File: config.mk
export PLATFORM = sky130hd
export DESIGN_NAME = lsqueue_gen
export DESIGN_NICKNAME = d
export VERILOG_FILES = /design/src/rtl/lsqueue_gen_pkg.sv /design/src/rtl/fifo_gen.sv /design/src/rtl/lsqueue_gen.sv
export SDC_FILE = /design/constraint.sdc
export NUM_CORES = 1
export LEC_CHECK = 0
export ABC_AREA = 1
export CAP_MARGIN = 30
export CELL_PAD_IN_SITES_DETAIL_PLACEMENT = 0
export CELL_PAD_IN_SITES_GLOBAL_PLACEMENT = 2
export CORE_AREA = 2 2 239 241
export DETAILED_ROUTE_END_ITERATION = 8
export DIE_AREA = 0 0 241 243
export PLACE_DENSITY_LB_ADDON = 0.1
export SKIP_CTS_REPAIR_TIMING = 1
export SLEW_MARGIN = 20
export SYNTH_ARGS = -nofsm -noshare
export SYNTH_HDL_FRONTEND = slang
export SYNTH_HIERARCHICAL = 1
export SYNTH_SLANG_ARGS = --single-unit
File: constraint.sdc
create_clock -name clk_i -period 25.6 [get_ports clk_i]
set_input_delay 5.12 -clock clk_i [delete_from_list [all_inputs] [get_ports clk_i]]
set_output_delay 5.12 -clock clk_i [all_outputs]
set_load 0.02 [all_outputs]
File: src/rtl/lsqueue_gen_pkg.sv
// Shared RISC-V load/store definitions: funct3 encodings, size codes, legality helpers.
// Latency: n/a (constants and pure functions only).
// Backpressure: n/a.
package lsqueue_gen_pkg;

  // Load funct3 encodings; stores reuse the low two bits as the size code.
  localparam logic [2:0] F3_B  = 3'b000;
  localparam logic [2:0] F3_H  = 3'b001;
  localparam logic [2:0] F3_W  = 3'b010;
  localparam logic [2:0] F3_D  = 3'b011;
  localparam logic [2:0] F3_BU = 3'b100;
  localparam logic [2:0] F3_HU = 3'b101;
  localparam logic [2:0] F3_WU = 3'b110;

  localparam logic [1:0] SZ_B = 2'd0;
  localparam logic [1:0] SZ_H = 2'd1;
  localparam logic [1:0] SZ_W = 2'd2;
  localparam logic [1:0] SZ_D = 2'd3;

  function automatic logic xlen_legal(input int xlen);
    return (xlen == 32) || (xlen == 64);
  endfunction

  // Unencodable funct3 values are folded into the misaligned rejection path.
  function automatic logic f3_legal(input logic is_st, input logic [2:0] f3, input int xlen);
    logic ok;
    ok = (f3 != 3'b111) && !(is_st && f3[2]);
    if ((xlen == 32) && ((f3 == F3_D) || (f3 == F3_WU))) ok = 1'b0;
    return ok;
  endfunction

  // Address bits that must be zero for an access of the given size.
  function automatic logic [2:0] align_mask(input logic [1:0] sz);
    case (sz)
      SZ_B:    return 3'b000;
      SZ_H:    return 3'b001;
      SZ_W:    return 3'b011;
      default: return 3'b111;
    endcase
  endfunction

endpackage

File: src/rtl/fifo_gen.sv
// Generic synchronous FIFO with flush and occupancy count.
// Latency: push visible at data_o the cycle after the write; pop is a pointer advance.
// Backpressure: push while full is accepted only when a pop happens in the same cycle.
// Ports: clk_i/reset_i (async, active-high), flush_i clears pointers, push_i/data_i write,
//        pop_i advances head, data_o is the head entry, count_o is the occupancy.
module fifo_gen #(
  parameter int C_WIDTH   = 8,
  parameter int C_DEPTH_X = 2
) (
  input  logic               clk_i,
  input  logic               reset_i,
  input  logic               flush_i,
  input  logic               push_i,
  input  logic [C_WIDTH-1:0] data_i,
  input  logic               pop_i,
  output logic [C_WIDTH-1:0] data_o,
  output logic [C_DEPTH_X:0] count_o
);
  localparam int C_DEPTH = 1 << C_DEPTH_X;
  localparam int C_PW    = C_DEPTH_X + 1;

  if (C_DEPTH_X < 1) begin : g_depth_chk
    $error("fifo_gen: C_DEPTH_X must be at least 1");
  end

  logic [C_WIDTH-1:0] r_mem [C_DEPTH];
  logic [C_PW-1:0]    r_wr_ptr;
  logic [C_PW-1:0]    r_rd_ptr;
  logic               w_full;
  logic               w_wr;
  logic               w_rd;

  assign count_o = r_wr_ptr - r_rd_ptr;
  assign w_full  = (count_o == C_PW'(C_DEPTH));
  assign w_wr    = push_i & (~w_full | pop_i);
  assign w_rd    = pop_i & (count_o != '0);
  assign data_o  = r_mem[r_rd_ptr[C_DEPTH_X-1:0]];

  // Storage is reset so the head reads as zero out of reset.
  always_ff @(posedge clk_i or posedge reset_i) begin
    if (reset_i) begin
      r_wr_ptr <= '0;
      r_rd_ptr <= '0;
      for (int i = 0; i < C_DEPTH; i++) r_mem[i] <= '0;
    end else if (flush_i) begin
      r_wr_ptr <= '0;
      r_rd_ptr <= '0;
    end else begin
      if (w_wr) begin
        r_mem[r_wr_ptr[C_DEPTH_X-1:0]] <= data_i;
        r_wr_ptr <= r_wr_ptr + C_PW'(1);
      end
      if (w_rd) r_rd_ptr <= r_rd_ptr + C_PW'(1);
    end
  end

endmodule

File: src/rtl/lsqueue_gen.sv
// In-order load/store queue: request FIFO to memory, response-control FIFO for writeback.
// Latency: enqueue->dreqvalid 1 cycle; response->lsq_reg_wr 1 cycle (registered).
// Backpressure: exs_full_o when request FIFO full; issue stalls on dreqready_i low or max outstanding.
// Ports: exs_* enqueue side, lsq_reg_* writeback, plic_int_* fault pulses, dreq*/drsp* memory port.
module lsqueue_gen
  import lsqueue_gen_pkg::*;
#(
  parameter int C_XLEN        = 32,
  parameter int C_REQ_DEPTH_X = 2,
  parameter int C_RSP_DEPTH_X = 2
) (
  input  logic                clk_i,
  input  logic                reset_i,
  input  logic                clk_en_i,
  input  logic                flush_i,
  input  logic                exs_lq_wr_i,
  input  logic                exs_sq_wr_i,
  input  logic [2:0]          exs_funct3_i,
  input  logic [1:0]          exs_hpl_i,
  input  logic [4:0]          exs_regd_addr_i,
  input  logic [C_XLEN-1:0]   exs_addr_i,
  input  logic [C_XLEN-1:0]   exs_regs2_data_i,
  output logic                exs_full_o,
  output logic                exs_empty_o,
  output logic                exs_misaligned_o,
  output logic                lsq_reg_wr_o,
  output logic [4:0]          lsq_reg_addr_o,
  output logic [C_XLEN-1:0]   lsq_reg_data_o,
  output logic                plic_int_laf_o,
  output logic                plic_int_saf_o,
  input  logic                dreqready_i,
  output logic                dreqvalid_o,
  output logic                dreqwrite_o,
  output logic [1:0]          dreqsize_o,
  output logic [1:0]          dreqhpl_o,
  output logic [C_XLEN/8-1:0] dreqbe_o,
  output logic [C_XLEN-1:0]   dreqaddr_o,
  output logic [C_XLEN-1:0]   dreqdata_o,
  output logic                drspready_o,
  input  logic                drspvalid_i,
  input  logic                drsprerr_i,
  input  logic                drspwerr_i,
  input  logic [C_XLEN-1:0]   drspdata_i
);
  localparam int C_NB  = C_XLEN / 8;
  localparam int C_LO  = $clog2(C_NB);
  localparam int C_QW  = C_REQ_DEPTH_X + 1;
  localparam int C_KW  = C_RSP_DEPTH_X + 1;

  if (!xlen_legal(C_XLEN)) begin : g_xlen_chk
    $error("lsqueue_gen: C_XLEN must be 32 or 64");
  end

  typedef struct packed {
    logic              write;
    logic [2:0]        funct3;
    logic [1:0]        hpl;
    logic [4:0]        regd;
    logic [C_XLEN-1:0] addr;
    logic [C_XLEN-1:0] data;
  } req_t;

  typedef struct packed {
    logic            write;
    logic [C_LO-1:0] lo;
    logic [4:0]      regd;
    logic [2:0]      funct3;
  } rspc_t;

  req_t              w_req_in, w_req_head;
  rspc_t             w_rspc_in, w_rspc_head;
  logic [C_QW-1:0]   w_req_cnt;
  logic [C_KW-1:0]   w_rsp_cnt;
  logic              w_enq, w_misal, w_flush, w_req_push, w_req_pop, w_rsp_pop;
  logic              w_req_empty, w_req_full, w_rsp_empty, w_rsp_full, w_live;
  logic [C_LO-1:0]   w_lo;
  logic [C_NB-1:0]   w_mask;
  logic [C_XLEN-1:0] w_ld_sh, w_ld_data;
  logic [C_KW-1:0]   r_kill;
  logic              r_reg_wr, r_laf, r_saf, r_misal;
  logic [4:0]        r_reg_addr;
  logic [C_XLEN-1:0] r_reg_data;

  // Enqueue side; flush in the same cycle discards the enqueue.
  assign w_enq      = exs_lq_wr_i | exs_sq_wr_i;
  assign w_misal    = w_enq & (~f3_legal(exs_sq_wr_i, exs_funct3_i, C_XLEN) |
                               ((exs_addr_i[2:0] & align_mask(exs_funct3_i[1:0])) != 3'b000));
  assign w_flush    = clk_en_i & flush_i;
  assign w_req_push = clk_en_i & w_enq & ~w_misal & ~flush_i;
  assign w_req_in   = '{write: exs_sq_wr_i, funct3: exs_funct3_i, hpl: exs_hpl_i,
                        regd: exs_regd_addr_i, addr: exs_addr_i, data: exs_regs2_data_i};

  fifo_gen #(.C_WIDTH($bits(req_t)), .C_DEPTH_X(C_REQ_DEPTH_X)) u_req_fifo (
    .clk_i(clk_i), .reset_i(reset_i), .flush_i(w_flush),
    .push_i(w_req_push), .data_i(w_req_in), .pop_i(w_req_pop),
    .data_o(w_req_head), .count_o(w_req_cnt)
  );

  assign w_req_empty = (w_req_cnt == '0);
  assign w_req_full  = (w_req_cnt == C_QW'(1 << C_REQ_DEPTH_X));
  assign w_rsp_empty = (w_rsp_cnt == '0);
  assign w_rsp_full  = (w_rsp_cnt == C_KW'(1 << C_RSP_DEPTH_X));

  // Issue side; valid is also gated by clk_en_i so a frozen block never completes a handshake.
  assign dreqvalid_o = clk_en_i & ~flush_i & ~w_req_empty & ~w_rsp_full;
  assign w_req_pop   = dreqvalid_o & dreqready_i;
  assign w_lo        = w_req_head.addr[C_LO-1:0];
  assign dreqwrite_o = w_req_head.write;
  assign dreqsize_o  = w_req_head.funct3[1:0];
  assign dreqhpl_o   = w_req_head.hpl;
  assign dreqaddr_o  = w_req_head.addr;
  assign dreqbe_o    = w_mask << w_lo;

  always_comb begin
    w_mask     = C_NB'(8'hFF);
    dreqdata_o = w_req_head.data;
    case (w_req_head.funct3[1:0])
      SZ_B: begin w_mask = C_NB'(1);  dreqdata_o = {(C_NB){w_req_head.data[7:0]}};      end
      SZ_H: begin w_mask = C_NB'(3);  dreqdata_o = {(C_NB/2){w_req_head.data[15:0]}};   end
      SZ_W: begin w_mask = C_NB'(15); dreqdata_o = {(C_NB/4){w_req_head.data[31:0]}};   end
      default: ;
    endcase
  end

  // Response-control FIFO is never flushed: killed entries drain through the kill counter.
  assign w_rspc_in = '{write: w_req_head.write, lo: w_lo, regd: w_req_head.regd,
                       funct3: w_req_head.funct3};

  fifo_gen #(.C_WIDTH($bits(rspc_t)), .C_DEPTH_X(C_RSP_DEPTH_X)) u_rsp_fifo (
    .clk_i(clk_i), .reset_i(reset_i), .flush_i(1'b0),
    .push_i(w_req_pop), .data_i(w_rspc_in), .pop_i(w_rsp_pop),
    .data_o(w_rspc_head), .count_o(w_rsp_cnt)
  );

  assign drspready_o = drspvalid_i & ~w_rsp_empty;
  assign w_rsp_pop   = clk_en_i & drspready_o;
  assign w_live      = w_rsp_pop & (r_kill == '0);

  always_comb begin
    w_ld_sh = drspdata_i >> {w_rspc_head.lo, 3'b000};
    case (w_rspc_head.funct3)
      F3_B:    w_ld_data = C_XLEN'($signed(w_ld_sh[7:0]));
      F3_H:    w_ld_data = C_XLEN'($signed(w_ld_sh[15:0]));
      F3_W:    w_ld_data = C_XLEN'($signed(w_ld_sh[31:0]));
      F3_BU:   w_ld_data = C_XLEN'(w_ld_sh[7:0]);
      F3_HU:   w_ld_data = C_XLEN'(w_ld_sh[15:0]);
      F3_WU:   w_ld_data = C_XLEN'(w_ld_sh[31:0]);
      default: w_ld_data = w_ld_sh;
    endcase
  end

  always_ff @(posedge clk_i or posedge reset_i) begin
    if (reset_i) begin
      r_kill     <= '0;
      r_reg_wr   <= 1'b0;
      r_laf      <= 1'b0;
      r_saf      <= 1'b0;
      r_misal    <= 1'b0;
      r_reg_addr <= '0;
      r_reg_data <= '0;
    end else if (clk_en_i) begin
      // Every entry still outstanding at the flush predates it; the one popped now is not killed.
      if (flush_i)                        r_kill <= w_rsp_cnt - C_KW'(w_rsp_pop);
      else if (w_rsp_pop && r_kill != '0) r_kill <= r_kill - C_KW'(1);
      r_reg_wr <= w_live & ~w_rspc_head.write;
      r_laf    <= w_live & ~w_rspc_head.write & drsprerr_i;
      r_saf    <= w_live & w_rspc_head.write & drspwerr_i;
      r_misal  <= w_misal & ~flush_i;
      if (w_live && !w_rspc_head.write) begin
        r_reg_addr <= w_rspc_head.regd;
        r_reg_data <= drsprerr_i ? '0 : w_ld_data;
      end
    end
  end

  assign lsq_reg_wr_o     = r_reg_wr;
  assign lsq_reg_addr_o   = r_reg_addr;
  assign lsq_reg_data_o   = r_reg_data;
  assign plic_int_laf_o   = r_laf;
  assign plic_int_saf_o   = r_saf;
  assign exs_misaligned_o = r_misal;
  assign exs_full_o       = w_req_full;
  assign exs_empty_o      = w_req_empty & w_rsp_empty & (r_kill == '0) & ~r_reg_wr;

endmodule

# [Word-level counts from Yosys, hierarchy flattened]
# Cells that the tools add are included.
[word_totals] reg_bits=400 latchBits=0 ram_bits=0 rom_bits=0 inputBits=116 word_cells=138 n_memories=0
[classes] n_addsub=8 multipliers=0 div=0 n_lt_le_gt_ge=6 n_eq_ne=11 shift=2 n_mux=24 n_bitwise=43 n_reduce_logical=25
[op_table] cell="300-bit bitwise mux" n=1
[op_table] cell="75-bit two-way mux" n=3
[op_table] cell="75-bit binary-select mux with 2-bit select" n=1
[op_table] cell="75-bit demux with 2-bit select" n=1
[op_table] cell="32-bit case mux with 4 select lines" n=1
[op_table] cell="32-bit case mux with 2 select lines" n=1
[op_table] cell="44-bit bitwise mux" n=1
[op_table] cell="11-bit two-way mux" n=3
[op_table] cell="32-bit two-way mux" n=1
[op_table] cell="32-bit by 5-bit >> shifter with 32-bit output" n=1
[op_table] cell="1-bit bitwise AND" n=24
[op_table] cell="11-bit binary-select mux with 2-bit select" n=1
[op_table] cell="11-bit demux with 2-bit select" n=1
[op_table] cell="3-bit two-way mux" n=6
[op_table] cell="3-bit == test, second input constant" n=5
[op_table] cell="3-bit by 1-bit adder with 3-bit output, second input constant" n=4
[op_table] cell="3-bit >= comparator, second input constant" n=4
[op_table] cell="3-bit zero test" n=4
[op_table] cell="2-bit NOT with 3-bit output" n=4
[op_table] cell="3-bit nonzero test" n=4
[op_table] cell="1-bit NOT" n=10
[op_table] cell="3-bit case mux with 3 select lines" n=1
[op_table] cell="4-bit case mux with 2 select lines" n=1
[op_table] cell="1-bit logical AND" n=6
[op_table] cell="18 further kinds" n=30

# [Depth between registers and ports, before layout]
# Gate-level depths: netlist of run 1.
[logic_depth] depth_word=13 depth_mapped=19 mapped_depth_nobuf=17

# [Modules after synthesis]
# The synthesis of run 1 kept the hierarchy.
[modules_own_cells] module="fifo_gen (u_req_fifo)" n_inst=1 cells_each=1765 area_each_um2=13773.2
[modules_own_cells] module="lsqueue_gen" n_inst=1 cells_each=494 area_each_um2=3206.8
[modules_own_cells] module="fifo_gen (u_rsp_fifo)" n_inst=1 cells_each=320 area_each_um2=2469.9

# [Worst setup path before layout of run 1]
# No wires, ideal clock.
[synth_timing] path_kind="input-to-output" from="in flush_i" to="out dreqvalid_o" arrival_ps=5670 required_ps=20480 path_slack_ps=14810 path_stages=3 n_path_buf=0 path_cell_list="inv_1 > nand3_1 > a31oi_1"
[synth_between] elab_chain_cells=4
[synth_lines] item="start, declared" line_no="lsqueue_gen.sv:15" source="input logic flush_i,"
[synth_lines] item="1-bit NOT" line_no="lsqueue_gen.sv:105" source="assign dreqvalid_o = clk_en_i & ~flush_i & ~w_req_empty & ~w_rsp_full;"
[synth_lines] item="1-bit bitwise AND (3 in a row)" line_no="lsqueue_gen.sv:105"
[synth_lines] item="end, declared" line_no="lsqueue_gen.sv:32" source="output logic dreqvalid_o,"
# Every way passes these cells.

# [Final worst setup path of run 1]
# Same ends and word-level chain as after synthesis.

==> results_dict.tcl, run 1 <==
set metrics [dict create \
    ant_nets 0 \
    nFillCells 5823 \
    pin_count 234 \
    clockBufferDepth 3 \
    criticalPathCategory "primary input to output pin" \
    clock-root-buffer "clkbuf_16" \
    clock_latency_ns 0.59 \
    fin_crit_ns 11.78 \
    ys_types 36 \
    status "completed" \
    final_common_cell "nand2_1" \
    die-width_um 241 \
    rows 87 \
    nets 2878 \
    slew_violations 0 \
    worstHoldPathCells 2 \
    worstReg2RegStart "u_req_fifo/r_rd_ptr[1]" \
    start_util_pct 34.8 \
    placed_area_um2 22200 \
    die_area_um2 58600 \
    drc 0 \
    hold_class "flop to flop" \
    cts_inserted_buffers 48 \
    ir_worst_vdd_mv 0.0871 \
    ys_seq_area_share_pct 51.5 \
    synth-seq-cells 400 \
    avgRoutedWirePerCell_um 18.6 \
    start_kind "primary input" \
    tns_ns 0 \
    layout_common_cells "nand2_1, dfrtp_1, clkdlybuf4s50_1" \
    rr_worst_depth 14 \
    synthCells 2579 \
    power.density_nw_per_um2 112 \
    synth_edf_count 0 \
    hold_viol_final 0 \
    maxCapViolations 0 \
    final.setup.worst_slack_ns 13.82 \
    worst-path-buf-inv 3 \
    port_buffers 233 \
    cp_max_fo 5 \
    pre_cts_ws_ns 13.82 \
    rrSetupSlack_ns 20.82 \
    yosys_warnings 6 \
    skew_ns 0.0210 \
    routed-wl-met2_um 30200 \
    tightestPinTransition_ns 1.01 \
    leakagePower_nw 12.6 \
    cts_tree "done" \
    viasPerCell 4.92 \
    clkTransAtPathRegs_ns 0.05 \
    r2r_end "u_req_fifo/r_mem[236]" \
    antenna_found_initial 7 \
    cp.required_ns 20.48 \
    first_pass_iters 5 \
    worstPathCellList "clkdlybuf4s50_1 > inv_1 > nand3_1 > a31oi_1 > clkdlybuf4s50_1" \
    ys.flop_type "dfrtp_1" \
    synth_nets 2713 \
    routed_wl_um 65800 \
    drtIter0Drc 1136 \
    arrival_ns 6.66 \
    final_area_um2 23900 \
    areaGrowthSynthToFinish_pct 23.1 \
    async_flop_share_pct 100 \
    rsz0062_at_grt "false" \
    core_area_um2 56000 \
    hpwlAfterDp_um 38000 \
    wl_met3_um 3750 \
    htreeDepth 2 \
    grt_pass1_vias 17203 \
    syn_area_um2 19400 \
    vias 17426 \
    die_h_um 243 \
    slowest_delay_ns 0.63 \
    grt_pass1_wl_um 102000 \
    syn_area_per_cell_um2 7.54 \
    gp_congestion 0.771 \
    wl_met1_um 30500 \
    placed_cells 3446 \
    fmax_mhz 84.9 \
    grt_start_max_net_pins 105 \
    setup_viol 0 \
    cp_common_cell "clkdlybuf4s50_1" \
    grt_usage_pct 22.5 \
    slowest_stage "clkdlybuf4s50_1" \
    final_cells 3539 \
    fin_crit_sh_pct 46.0 \
    timing.slew.headroom_pct 32.9 \
    gr-total-overflow 0 \
    cpLargestDelayFamily "buffers and inverters" \
    whs_endpoint "lsq_reg_data_o[5]" \
    holdCritStartpoint "lsq_reg_data_o[5]" \
    highest_layer "met5" \
    drive_gt1_share_pct 5.47 \
    cts_sinks 400 \
    end_kind "output pin" \
]
[metrics by stage]
step                      hold WS (ns)  total power (W)  utilization, %
final                            0.466          0.00267            42.8
after detailed placement         0.458          0.00196            39.8
after global placement           0.456          0.00195            39.6
after global routing             0.488          0.00284            42.8
after floorplan                  0.444          0.00148               -
after CTS                        0.472          0.00270            42.7
[logic make-up (layout without fill, tap and decap cells)]
group	count (synthesis)	after routing	share of synthesized area, %
flip-flops	400	400	51.5
multiplexers	1	1	0.0515
AO/OA/AOI/OAI	309	309	8.59
XOR/XNOR	6	6	0.270
buffers and inverters	219	421	5.62
other	1	3	0.0193
AND/OR/NAND/NOR	1625	1625	32.8
adder cells (fa/ha/maj)	18	18	1.24
[state kept, by name (all words and copies together) (netlist names)]
register,cells
lsq_reg_addr_o,5
u_req_fifo/r_rd_ptr,3
plic_int_saf_o,1
u_rsp_fifo/r_mem,44
exs_misaligned_o,1
lsq_reg_data_o,32
u_req_fifo/r_mem,300
plic_int_laf_o,1
u_req_fifo/r_wr_ptr,3
r_kill,3
u_rsp_fifo/r_wr_ptr,3
u_rsp_fifo/r_rd_ptr,3
lsq_reg_wr_o,1
[how the worst max path moves through the flow]
| stage | slack, ns | to | start | depth (start not counted) |
|---|---|---|---|---|
| finish | 13.82 | dreqvalid_o | flush_i | 5 |
| global route | 13.76 | dreqvalid_o | flush_i | 5 |
| CTS | 13.81 | dreqvalid_o | flush_i | 5 |
| detailed placement | 13.82 | dreqvalid_o | flush_i | 5 |
| global placement | 13.82 | dreqvalid_o | flush_i | 5 |
| floorplan | 12.02 | u_req_fifo/r_mem[0] | reset_i | 1 |
[metal layers]
| metal | track usage, % | up-vias |
|---|---|---|
| met4 | 5.74 | 10 |
| met3 | 3.59 | 86 |
| met2 | 35.9 | 433 |
| met5 | 0 | - |
| li1 | - | 8462 |
| met1 | 31.7 | 8435 |
[tightest hold or removal path, stage by stage, from the launching register on]
cell     delay (ns)
dfrtp_1        0.34
nand2_1        0.05
nand2_1        0.04
[report_power, final]
part | switching (W) | total [W] | internal [W] | leakage, nW
Clock | 0.000284 | 0.000724 | 0.000440 | 0.815
Combinational | 0.000673 | 0.00110 | 0.000428 | 6.37
Sequential | 0.0000751 | 0.000848 | 0.000773 | 5.40
Total | 0.00103 | 0.00267 | 0.00164 | 12.6
[cell type report]
type	count	area, um^2	share of cell area, %
Clock buffer	71	1410	5.88
Clock inverter	16	248	1.03
Timing Repair Buffer	273	2700	11.3
Inverter	61	246	1.03
Multi-Input combinational cell	1960	8380	35.0
Sequential cell	400	10000	41.8
Antenna cell	2	5.00	0.0209
Tap cell	756	946	3.95
[Yosys cell counts, types with 2 or more instances]
cell type / instances / area, um^2
o22ai_1: 86 / 538
nand3_4: 3 / 52.6
xor2_1: 4 / 35.0
nand2_2: 2 / 12.5
buf_2: 45 / 225
a21oi_1: 20 / 100
nand3_1: 75 / 375
clkbuf_1: 66 / 248
fa_1: 2 / 40.0
inv_1: 53 / 199
nor3_1: 2 / 10.0
clkinv_1: 2 / 7.51
nand4_1: 15 / 93.8
dfrtp_1: 400 / 10000
buf_6: 11 / 124
o21ai_0: 196 / 981
o211ai_1: 5 / 37.5
nor2_2: 6 / 37.5
nand2_1: 1317 / 4940
xnor2_1: 2 / 17.5
inv_2: 4 / 15.0
and2_1: 2 / 12.5
nor2_1: 192 / 721
nand3_2: 7 / 70.1
inv_4: 2 / 12.5
ha_1: 16 / 200
buf_1: 2 / 7.51
buf_4: 34 / 255
Power figures use the tool's default switching activity.
==> run 2, diff against run 1 <==
--- a/config.mk
+++ b/config.mk
@@ -9,9 +9,9 @@
 export CAP_MARGIN = 30
 export CELL_PAD_IN_SITES_DETAIL_PLACEMENT = 0
 export CELL_PAD_IN_SITES_GLOBAL_PLACEMENT = 2
-export CORE_AREA = 2 2 239 241
+export CORE_AREA = 2 2 246 248
 export DETAILED_ROUTE_END_ITERATION = 8
-export DIE_AREA = 0 0 241 243
+export DIE_AREA = 0 0 248 250
 export PLACE_DENSITY_LB_ADDON = 0.1
 export SKIP_CTS_REPAIR_TIMING = 1
 export SLEW_MARGIN = 20
==> constraint.sdc (replaced) <==
create_clock -name clk_i -period 12.3 [get_ports clk_i]
set_input_delay 2.46 -clock clk_i [delete_from_list [all_inputs] [get_ports clk_i]]
set_output_delay 2.46 -clock clk_i [all_outputs]
set_load 0.02 [all_outputs]
==> run 2 against run 1 <==
Effect of this change:
- sequential power increased by 110%
- sequential share of layout area about the same
- worst setup slack got worse by 9.1 ns
- combinational power increased by 110%
- clock skew decreased by 0.0030 ns
- final area decreased by 0.10%
- critical path depth increased by 6
==> results_dict.tcl, run 2 (synthesis gave the netlist of run 1 again) <==
set metrics [dict create \
    status "completed" \
    arrival_ns 5.09 \
    slowest_stage "buf_4" \
    die-width_um 248 \
    hold_class "flop to flop" \
    fmax_mhz 132 \
    maxCapViolations 0 \
    end_kind "output pin" \
    clock_latency_ns 0.59 \
    avgRoutedWirePerCell_um 18.9 \
    tns_ns 0 \
    gr-total-overflow 0 \
    clkTransAtPathRegs_ns 0.06 \
    drc 0 \
    wl_met1_um 31700 \
    hold_ws_ns 0.471 \
    layout_common_cells "nand2_1, dfrtp_1, clkdlybuf4s50_1" \
    skew_ns 0.0181 \
    slew_violations 0 \
    leakagePower_nw 12.5 \
    first_pass_iters 5 \
    htreeDepth 2 \
    start_util_pct 32.7 \
    totalPowerFinal_w 0.00549 \
    cp.required_ns 9.84 \
    grt_usage_pct 22.0 \
    largest_reg_flops 300 \
    drive_gt1_share_pct 5.54 \
    fin_crit_sh_pct 61.4 \
    final_area_um2 23900 \
    areaGrowthSynthToFinish_pct 23.0 \
    routed-wl-met2_um 30600 \
    criticalPathCategory "flop to output pin" \
    rows 90 \
    nets 2878 \
    viasPerCell 4.90 \
    cts_sinks 400 \
    clockBufferDepth 3 \
    highest_layer "met5" \
    setup_viol 0 \
    placed_area_um2 22300 \
    ant_nets 0 \
    final_util_pct 40.2 \
    core_area_um2 59600 \
    top_register "u_req_fifo/r_mem" \
    grt_start_max_net_pins 139 \
    die_h_um 250 \
    power.density_nw_per_um2 229 \
    port_buffers 233 \
    tightestPinTransition_ns 1.00 \
    clock-root-buffer "clkbuf_16" \
    die_area_um2 62000 \
    hpwlAfterDp_um 39700 \
    routed_wl_um 67400 \
    fin_crit_ns 7.55 \
    pin_count 234 \
    wl_met3_um 3450 \
    vias 17491 \
    drtIter0Drc 1491 \
    grt_pass1_wl_um 106000 \
    cp_max_fo 80 \
    antenna_found_initial 7 \
    rsz0062_at_grt "false" \
    start_kind "flop" \
    final_common_cell "nand2_1" \
    timing.slew.headroom_pct 33.1 \
    gp_congestion 0.762 \
    ir_worst_vdd_mv 0.201 \
    slowest_delay_ns 0.83 \
    cts_tree "done" \
    hold_viol_final 0 \
    cts_inserted_buffers 48 \
    worstPathCellList "inv_4 > buf_4 > o21ai_0 > o22ai_2 > buf_4 > clkinv_1 > nand2_1 > inv_1 > nand2_1 > nand3_1 > clkdlybuf4s50_1" \
    grt_pass1_vias 17575 \
]
==> run 2: cell types whose count changed in the layout (fill, tap and decap cells not counted), sizes merged <==
cell | before | now
clkbuf | 71 | 75
clkinv | 10 | 12
clkinvlp | 1 | 2
bufinv | 6 | 1
diode | 2 | 3
buf | 40 | 39
==> run 2: through the flow <==
stage               std cells  setup slack, ns
floorplan                2579             1.38
global placement         3465             5.34
detailed placement       3474             5.32
CTS                      3562             4.65
global route             3565             4.34
finish                   3567             4.75
==> run 2: worst max-delay path, delay by kind of cell, from the launching register on <==
family	cells	cell delay, ns
AOI/OAI and AO/OA	2	0.32
DFF	1	0.69
and+or+nand+nor	3	0.51
buffers and inverters	6	2.91
==> run 2: layout make-up <==
type                            instances  area, um^2
Clock inverter                         14         119
Fill cell                            6125       35700
Tap cell                              782         978
Inverter                               61         244
Timing Repair Buffer                  273        2720
Multi-Input combinational cell       1960        8390
Sequential cell                       400       10000
Clock buffer                           74        1450
Antenna cell                            3        7.51
==> run 2: per-layer routing <==
layer,vias up,global-route usage [%]
li1,8474,-
met1,8509,30.9
met3,98,3.69
met5,-,0
met4,8,6.04
met2,402,34.7
==> run 2: report_power, final <==
part	leakage [nW]	total [W]	switching (W)	internal [W]
Combinational	6.38	0.00229	0.00140	0.000888
Sequential	5.40	0.00178	0.000171	0.00161
Clock	0.774	0.00142	0.000587	0.000831
Total	12.5	0.00549	0.00216	0.00333
==> run 2: final timing paths <==
kind | startpoint | end | slack [ns] | cells past startpoint
min | u_req_fifo/r_mem[167] | u_req_fifo/r_mem[167] | 0.47 | 2
min reg2reg | u_req_fifo/r_mem[167] | u_req_fifo/r_mem[167] | 0.47 | 2
max in group asynchronous | reset_i | u_req_fifo/r_rd_ptr[1] | 7.69 | 4
max | u_req_fifo/r_rd_ptr[0] | dreqdata_o[24] | 4.75 | 11
max reg2reg | u_req_fifo/r_rd_ptr[0] | u_req_fifo/r_mem[243] | 6.84 | 16
min in group asynchronous | reset_i | lsq_reg_data_o[29] | 2.40 | 2
